## src/rtl/id_ex_stage.sv

```systemverilog
// ID/EX pipeline register: captures decoded operands/control, decodes the ALU
// select code, and forwards EX/MEM and MEM/WB results onto the ALU operands.
module id_ex_stage #(
    parameter int DATA_W = 32,
    parameter int REG_AW = 5
) (
    input  logic              clk,
    input  logic              rst_n,
    input  logic              stall,
    input  logic              flush,
    input  logic              id_valid,
    input  logic [DATA_W-1:0] id_rs_data,
    input  logic [DATA_W-1:0] id_rt_data,
    input  logic [15:0]       id_imm16,
    input  logic [REG_AW-1:0] id_rs,
    input  logic [REG_AW-1:0] id_rt,
    input  logic [REG_AW-1:0] id_rd,
    input  logic [5:0]        id_funct,
    input  logic [1:0]        id_alu_op,
    input  logic              id_alu_src,
    input  logic              id_reg_dst,
    input  logic              id_reg_write,
    input  logic              exmem_reg_write,
    input  logic [REG_AW-1:0] exmem_rd,
    input  logic [DATA_W-1:0] exmem_result,
    input  logic              memwb_reg_write,
    input  logic [REG_AW-1:0] memwb_rd,
    input  logic [DATA_W-1:0] memwb_result,
    output logic [DATA_W-1:0] A,
    output logic [DATA_W-1:0] B,
    output logic [3:0]        Sel,
    output logic [DATA_W-1:0] ex_store_data,
    output logic              ex_valid,
    output logic [REG_AW-1:0] ex_dest,
    output logic              ex_reg_write,
    output logic              ex_illegal
);

    logic [DATA_W-1:0] rs_data_q;
    logic [DATA_W-1:0] rt_data_q;
    logic [15:0]       imm_q;
    logic [REG_AW-1:0] rs_q;
    logic [REG_AW-1:0] rt_q;
    logic [REG_AW-1:0] dest_q;
    logic [1:0]        alu_op_q;
    logic              alu_src_q;
    logic              valid_q;
    logic              reg_write_q;
    logic [3:0]        sel_q;
    logic              illegal_q;

    logic [3:0]        dec_sel;
    logic              dec_illegal;

    always_comb begin
        dec_sel     = 4'b0000;
        dec_illegal = 1'b0;
        case (id_alu_op)
            2'b00: dec_sel = 4'b0010;
            2'b01: dec_sel = 4'b0110;
            2'b11: dec_sel = 4'b0001;
            default: begin
                case (id_funct)
                    6'b100000: dec_sel = 4'b0010;
                    6'b100010: dec_sel = 4'b0110;
                    6'b100100: dec_sel = 4'b0000;
                    6'b100101: dec_sel = 4'b0001;
                    6'b101010: dec_sel = 4'b0111;
                    6'b100111: dec_sel = 4'b1100;
                    default:   dec_illegal = id_valid;
                endcase
            end
        endcase
    end

    always_ff @(posedge clk) begin
        if (!rst_n || flush) begin
            rs_data_q   <= '0;
            rt_data_q   <= '0;
            imm_q       <= '0;
            rs_q        <= '0;
            rt_q        <= '0;
            dest_q      <= '0;
            alu_op_q    <= '0;
            alu_src_q   <= 1'b0;
            valid_q     <= 1'b0;
            reg_write_q <= 1'b0;
            sel_q       <= '0;
            illegal_q   <= 1'b0;
        end else if (!stall) begin
            rs_data_q   <= id_rs_data;
            rt_data_q   <= id_rt_data;
            imm_q       <= id_imm16;
            rs_q        <= id_rs;
            rt_q        <= id_rt;
            dest_q      <= id_reg_dst ? id_rd : id_rt;
            alu_op_q    <= id_alu_op;
            alu_src_q   <= id_alu_src;
            valid_q     <= id_valid;
            reg_write_q <= id_reg_write & id_valid;
            sel_q       <= dec_sel;
            illegal_q   <= dec_illegal;
        end
    end

    // Register 0 is hardwired, so it never takes a forwarded value.
    function automatic logic [DATA_W-1:0] fwd(
        input logic [REG_AW-1:0] idx,
        input logic [DATA_W-1:0] stored
    );
        logic [DATA_W-1:0] r;
        r = stored;
        if (idx != '0) begin
            if (exmem_reg_write && exmem_rd == idx)
                r = exmem_result;
            else if (memwb_reg_write && memwb_rd == idx)
                r = memwb_result;
        end
        return r;
    endfunction

    logic [DATA_W-1:0] fwd_rs;
    logic [DATA_W-1:0] fwd_rt;
    logic [DATA_W-1:0] imm_ext;

    always_comb begin
        fwd_rs  = fwd(rs_q, rs_data_q);
        fwd_rt  = fwd(rt_q, rt_data_q);
        imm_ext = (alu_op_q == 2'b11)
                ? {{(DATA_W-16){1'b0}}, imm_q}
                : {{(DATA_W-16){imm_q[15]}}, imm_q};
    end

    assign A             = fwd_rs;
    assign B             = alu_src_q ? imm_ext : fwd_rt;
    assign ex_store_data = fwd_rt;
    assign Sel           = sel_q;
    assign ex_valid      = valid_q;
    assign ex_dest       = dest_q;
    assign ex_reg_write  = reg_write_q;
    assign ex_illegal    = illegal_q;

endmodule

```

## config.mk

```make
export PLATFORM = sky130hd
export DESIGN_NAME = id_ex_stage
export DESIGN_NICKNAME = d
export VERILOG_FILES = /design/src/rtl/id_ex_stage.sv
export SDC_FILE = /design/constraint.sdc
export NUM_CORES = 1
export LEC_CHECK = 0
export BUFFER_PORTS_ARGS = -buffer_cell sky130_fd_sc_hd__buf_2
export CAP_MARGIN = 15
export CORE_MARGIN = 4
export CORE_UTILIZATION = 48
export DETAILED_ROUTE_END_ITERATION = 16
export GPL_ROUTABILITY_DRIVEN = 0
export GPL_TIMING_DRIVEN = 1
export PLACE_DENSITY = 0.87
export SETUP_SLACK_MARGIN = 0.4
export SYNTH_ARGS = -nofsm -noshare
export SYNTH_HDL_FRONTEND = slang
export SYNTH_SLANG_ARGS = --single-unit
```

## constraint.sdc

```tcl
create_clock -name clk -period 2.6 [get_ports clk]
set_clock_uncertainty 0.2 [all_clocks]
set_input_delay 0.13 -clock clk [delete_from_list [all_inputs] [get_ports clk]]
set_output_delay 0.13 -clock clk [all_outputs]
set_load 0.005 [all_outputs]
```

==> results.sh <==
export IMPL_clock_sinks=105
export IMPL_hp_start="id_funct[3]"
export IMPL_seqCellArea_mm2=0.002132
export IMPL_wl_um=34990
export IMPL_rsz0062_at_grt="yes"
export IMPL_synth_top_cells_by_area="dfxtp_1, mux2i_1, a2bb2oi_2"
export IMPL_ir_worst_vdd_mv=0.4564
export IMPL_place_hpwl_um=17830
export IMPL_slowest_delay_ns=0.41
export IMPL_path_cells="xnor2_2 -> nand4_2 -> buf_6 -> o211ai_4 -> buf_8 -> o22ai_2 -> a221oi_2 -> buf_2"
export IMPL_required_ns=2.27
export IMPL_ant_nets=0
export IMPL_grt_remaining_overflow=0
export IMPL_core_area_mm2=0.01330
export IMPL_clockBufferDepth=2
export IMPL_power_density_mw_per_mm2=389.4
export IMPL_ys_flop_type="dfxtp_1"
export IMPL_multiInputGateArea_mm2=0.004716
export IMPL_syn_num_nets=947
export IMPL_timing_rr_start="alu_src_q$_SDFFE_PP0N_"
export IMPL_max_slew_margin_pct=49.30
export IMPL_dr_pass1_iters=7
export IMPL_grt_pass1_wl_um=47250
export IMPL_hold_violations=0
export IMPL_num_io_pins=295
export IMPL_synth_cell_type_count=47
export IMPL_nets=1344
export IMPL_syn_avg_cell_area_um2=8.576
export IMPL_final_common_cell="buf_2"
export IMPL_drt_iter0_drc=1548
export IMPL_total_leakage_power_nw=4.944
export IMPL_start_util_pct=49.02
export IMPL_drc_errors=0
export IMPL_slew_violations=0
export IMPL_violations="setup timing"
export IMPL_worstSetupPathType="reg2out"
export IMPL_grt_usage_pct=38.34
export IMPL_avgRoutedWirePerCell_um=26.05
export IMPL_cts_max_level=3
export IMPL_crit_buf_inv=3
export IMPL_cts_buffers=9
export IMPL_fillers=676
export IMPL_synthArstFlopShare_pct=0
export IMPL_seq_area_frac_synth_pct=32.25
export IMPL_drive_gt1_share_pct=45.35
export IMPL_insertion_delay_ns=0.35
export IMPL_fin_crit_sh_pct=102.0
export IMPL_fin_crit_ns=2.653
export IMPL_worst_slew_pin_slew_ns=0.7605
export IMPL_synth_edff_count=0
export IMPL_syn_inst=760
export IMPL_dr_total_vias=8634
export IMPL_grt_max_degree=66
export IMPL_hp_class="in2reg"
export IMPL_root_buffer="clkbuf_16"
export IMPL_cp_slowest_cell="dfxtp_4"
export IMPL_status="complete, but fails checks"
export IMPL_grt_pass1_vias=8417
export IMPL_fin_tns_setup_ns=-0.09457
export IMPL_final_cell_mix="buf_2, nor2_1, mux2i_1"
export IMPL_start_kind="flip-flop"
export IMPL_die_area_mm2=0.01551
export IMPL_setup_slack_ns=-0.05313
export IMPL_viasPerCell=6.429
export IMPL_cp_max_fo=8
export IMPL_synth_yosys_warnings=0
export IMPL_finish_utilization_pct=83.59
export IMPL_setup_viol_count_final=3
export IMPL_placementRows=42
export IMPL_syn_area_mm2=0.006518
export IMPL_area_growth_pct=70.51
export IMPL_timing_fmax_mhz=376.9
export IMPL_synth_top_area_share_pct=32.25
export IMPL_maxCapViolations=0
export IMPL_crit_start="rt_q[1]$_SDFFE_PP0N_"
export IMPL_cp_arrival_ns=2.32
export IMPL_ys_seq_elements=105
export IMPL_path_clk_slew_ns=0.07
export IMPL_total_power_mw=4.328
export IMPL_die_w_um=124.5
export IMPL_cp_end_kind="output port"
export IMPL_die_y_um=124.5
export IMPL_crit_family="compound AO/OA/AOI/OAI gates"
export IMPL_cts_tree="built"
export IMPL_port_buffers=294
export IMPL_grt_antenna_before_repair=4
export IMPL_yosysTopAreaCell="dfxtp_1"
synthesized netlist by cell type (all sizes together), types with 2 or more instances:
library cell / instances
buf: 27
a21oi: 15
nor2b: 6
xor2: 4
mux2i: 114
o221ai: 32
nand2b: 2
nand4: 20
nor2: 114
inv: 67
o21ai: 3
o22ai: 17
clkbuf: 43
nor3: 4
and2: 3
nand2: 42
nand3: 16
or2: 2
a211oi: 16
and3: 2
dfxtp: 105
or3: 16
a2bb2oi: 30
a22oi: 2
xnor2: 16
a221oi: 32
routing by layer:
metal / vias up / global-route usage, % / part of all wire [%] / routed length, µm
li1: 3538 / - / - / -
met5: - / 0 / 0 / 0
met4: 0 / 22.82 / 8.2 / 2856
met3: 259 / 11.28 / 11 / 3921
met2: 877 / 64.47 / 47 / 16420
met1: 3960 / 42.81 / 34 / 11790
per-stage QoR:
| stage | worst slack, ns | instances | hold WS [ns] | area (µm²) |
|---|---|---|---|---|
| after floorplan | 0.6042 | 760 | 0.07394 | 6518 |
| after global placement | 0.2589 | 1183 | 0.1583 | 8142 |
| after detailed placement | 0.1751 | 1183 | 0.1656 | 8142 |
| after CTS | 0.06181 | 1330 | 0.03068 | 10450 |
| after global routing | -0.1859 | 1342 | 0.1109 | 11110 |
| final | -0.05313 | 1343 | 0.04463 | 11110 |
area by class of cell:
class / instances / area share (%)
well taps: 176 / 1.982
multi-input cells: 518 / 42.43
clock inverters: 5 / 0.5066
clock buffers: 11 / 2.094
flip-flops and latches: 105 / 19.18
repair buffers: 456 / 31.42
diodes: 5 / 0.1126
inverters: 67 / 2.263
worst paths after layout:
path                                                 to  depth (start not counted)  slack (ns)
worst max-delay path                              B[30]                          8       -0.05
worst min-delay path            ex_illegal$_SDFFE_PP0N_                          5        0.04
worst max register to register   alu_src_q$_SDFFE_PP0N_                          3        1.33
worst min register to register  ex_dest[4]$_SDFFE_PP0N_                          2        0.29
tightest hold or removal path, delay by kind of cell:
kind / cells / cell delay [ns]
buffers and inverters: 1 / 0.12
AOI/OAI and AO/OA: 3 / 0.27
and+or+nand+nor: 1 / 0.04
cell families after synthesis:
family	Yosys count	share of synthesized area [%]
buffers and inverters	137	9.234
and+or+nand+nor	230	15.95
AOI/OAI and AO/OA	154	22.25
xor gates and xnor gates	20	2.688
DFF	105	32.25
muxes	114	17.62
flip-flops by register name, summed over array words and instances, names as in the netlist:
signal / count
rs_q: 5
ex_reg_write: 1
ex_valid: 1
imm_q: 16
alu_op_q: 2
Sel: 4
rs_data_q: 32
rt_data_q: 32
ex_illegal: 1
alu_src_q: 1
ex_dest: 5
rt_q: 5
power breakdown:
group | switching [mW] | internal [mW]
registers | 0.0501 | 1.66
clock network | 0.652 | 0.748
logic | 0.650 | 0.572
timing repair:
item	CTS	global route
cloned	11	4
setup endpoints to repair	96	96
hold buffers	100	0
buffers inserted	20	4
gates resized for setup	120	78
endpoints found under the hold margin	103	0
pin swaps	33	28
(Power assumes the default switching activity.)
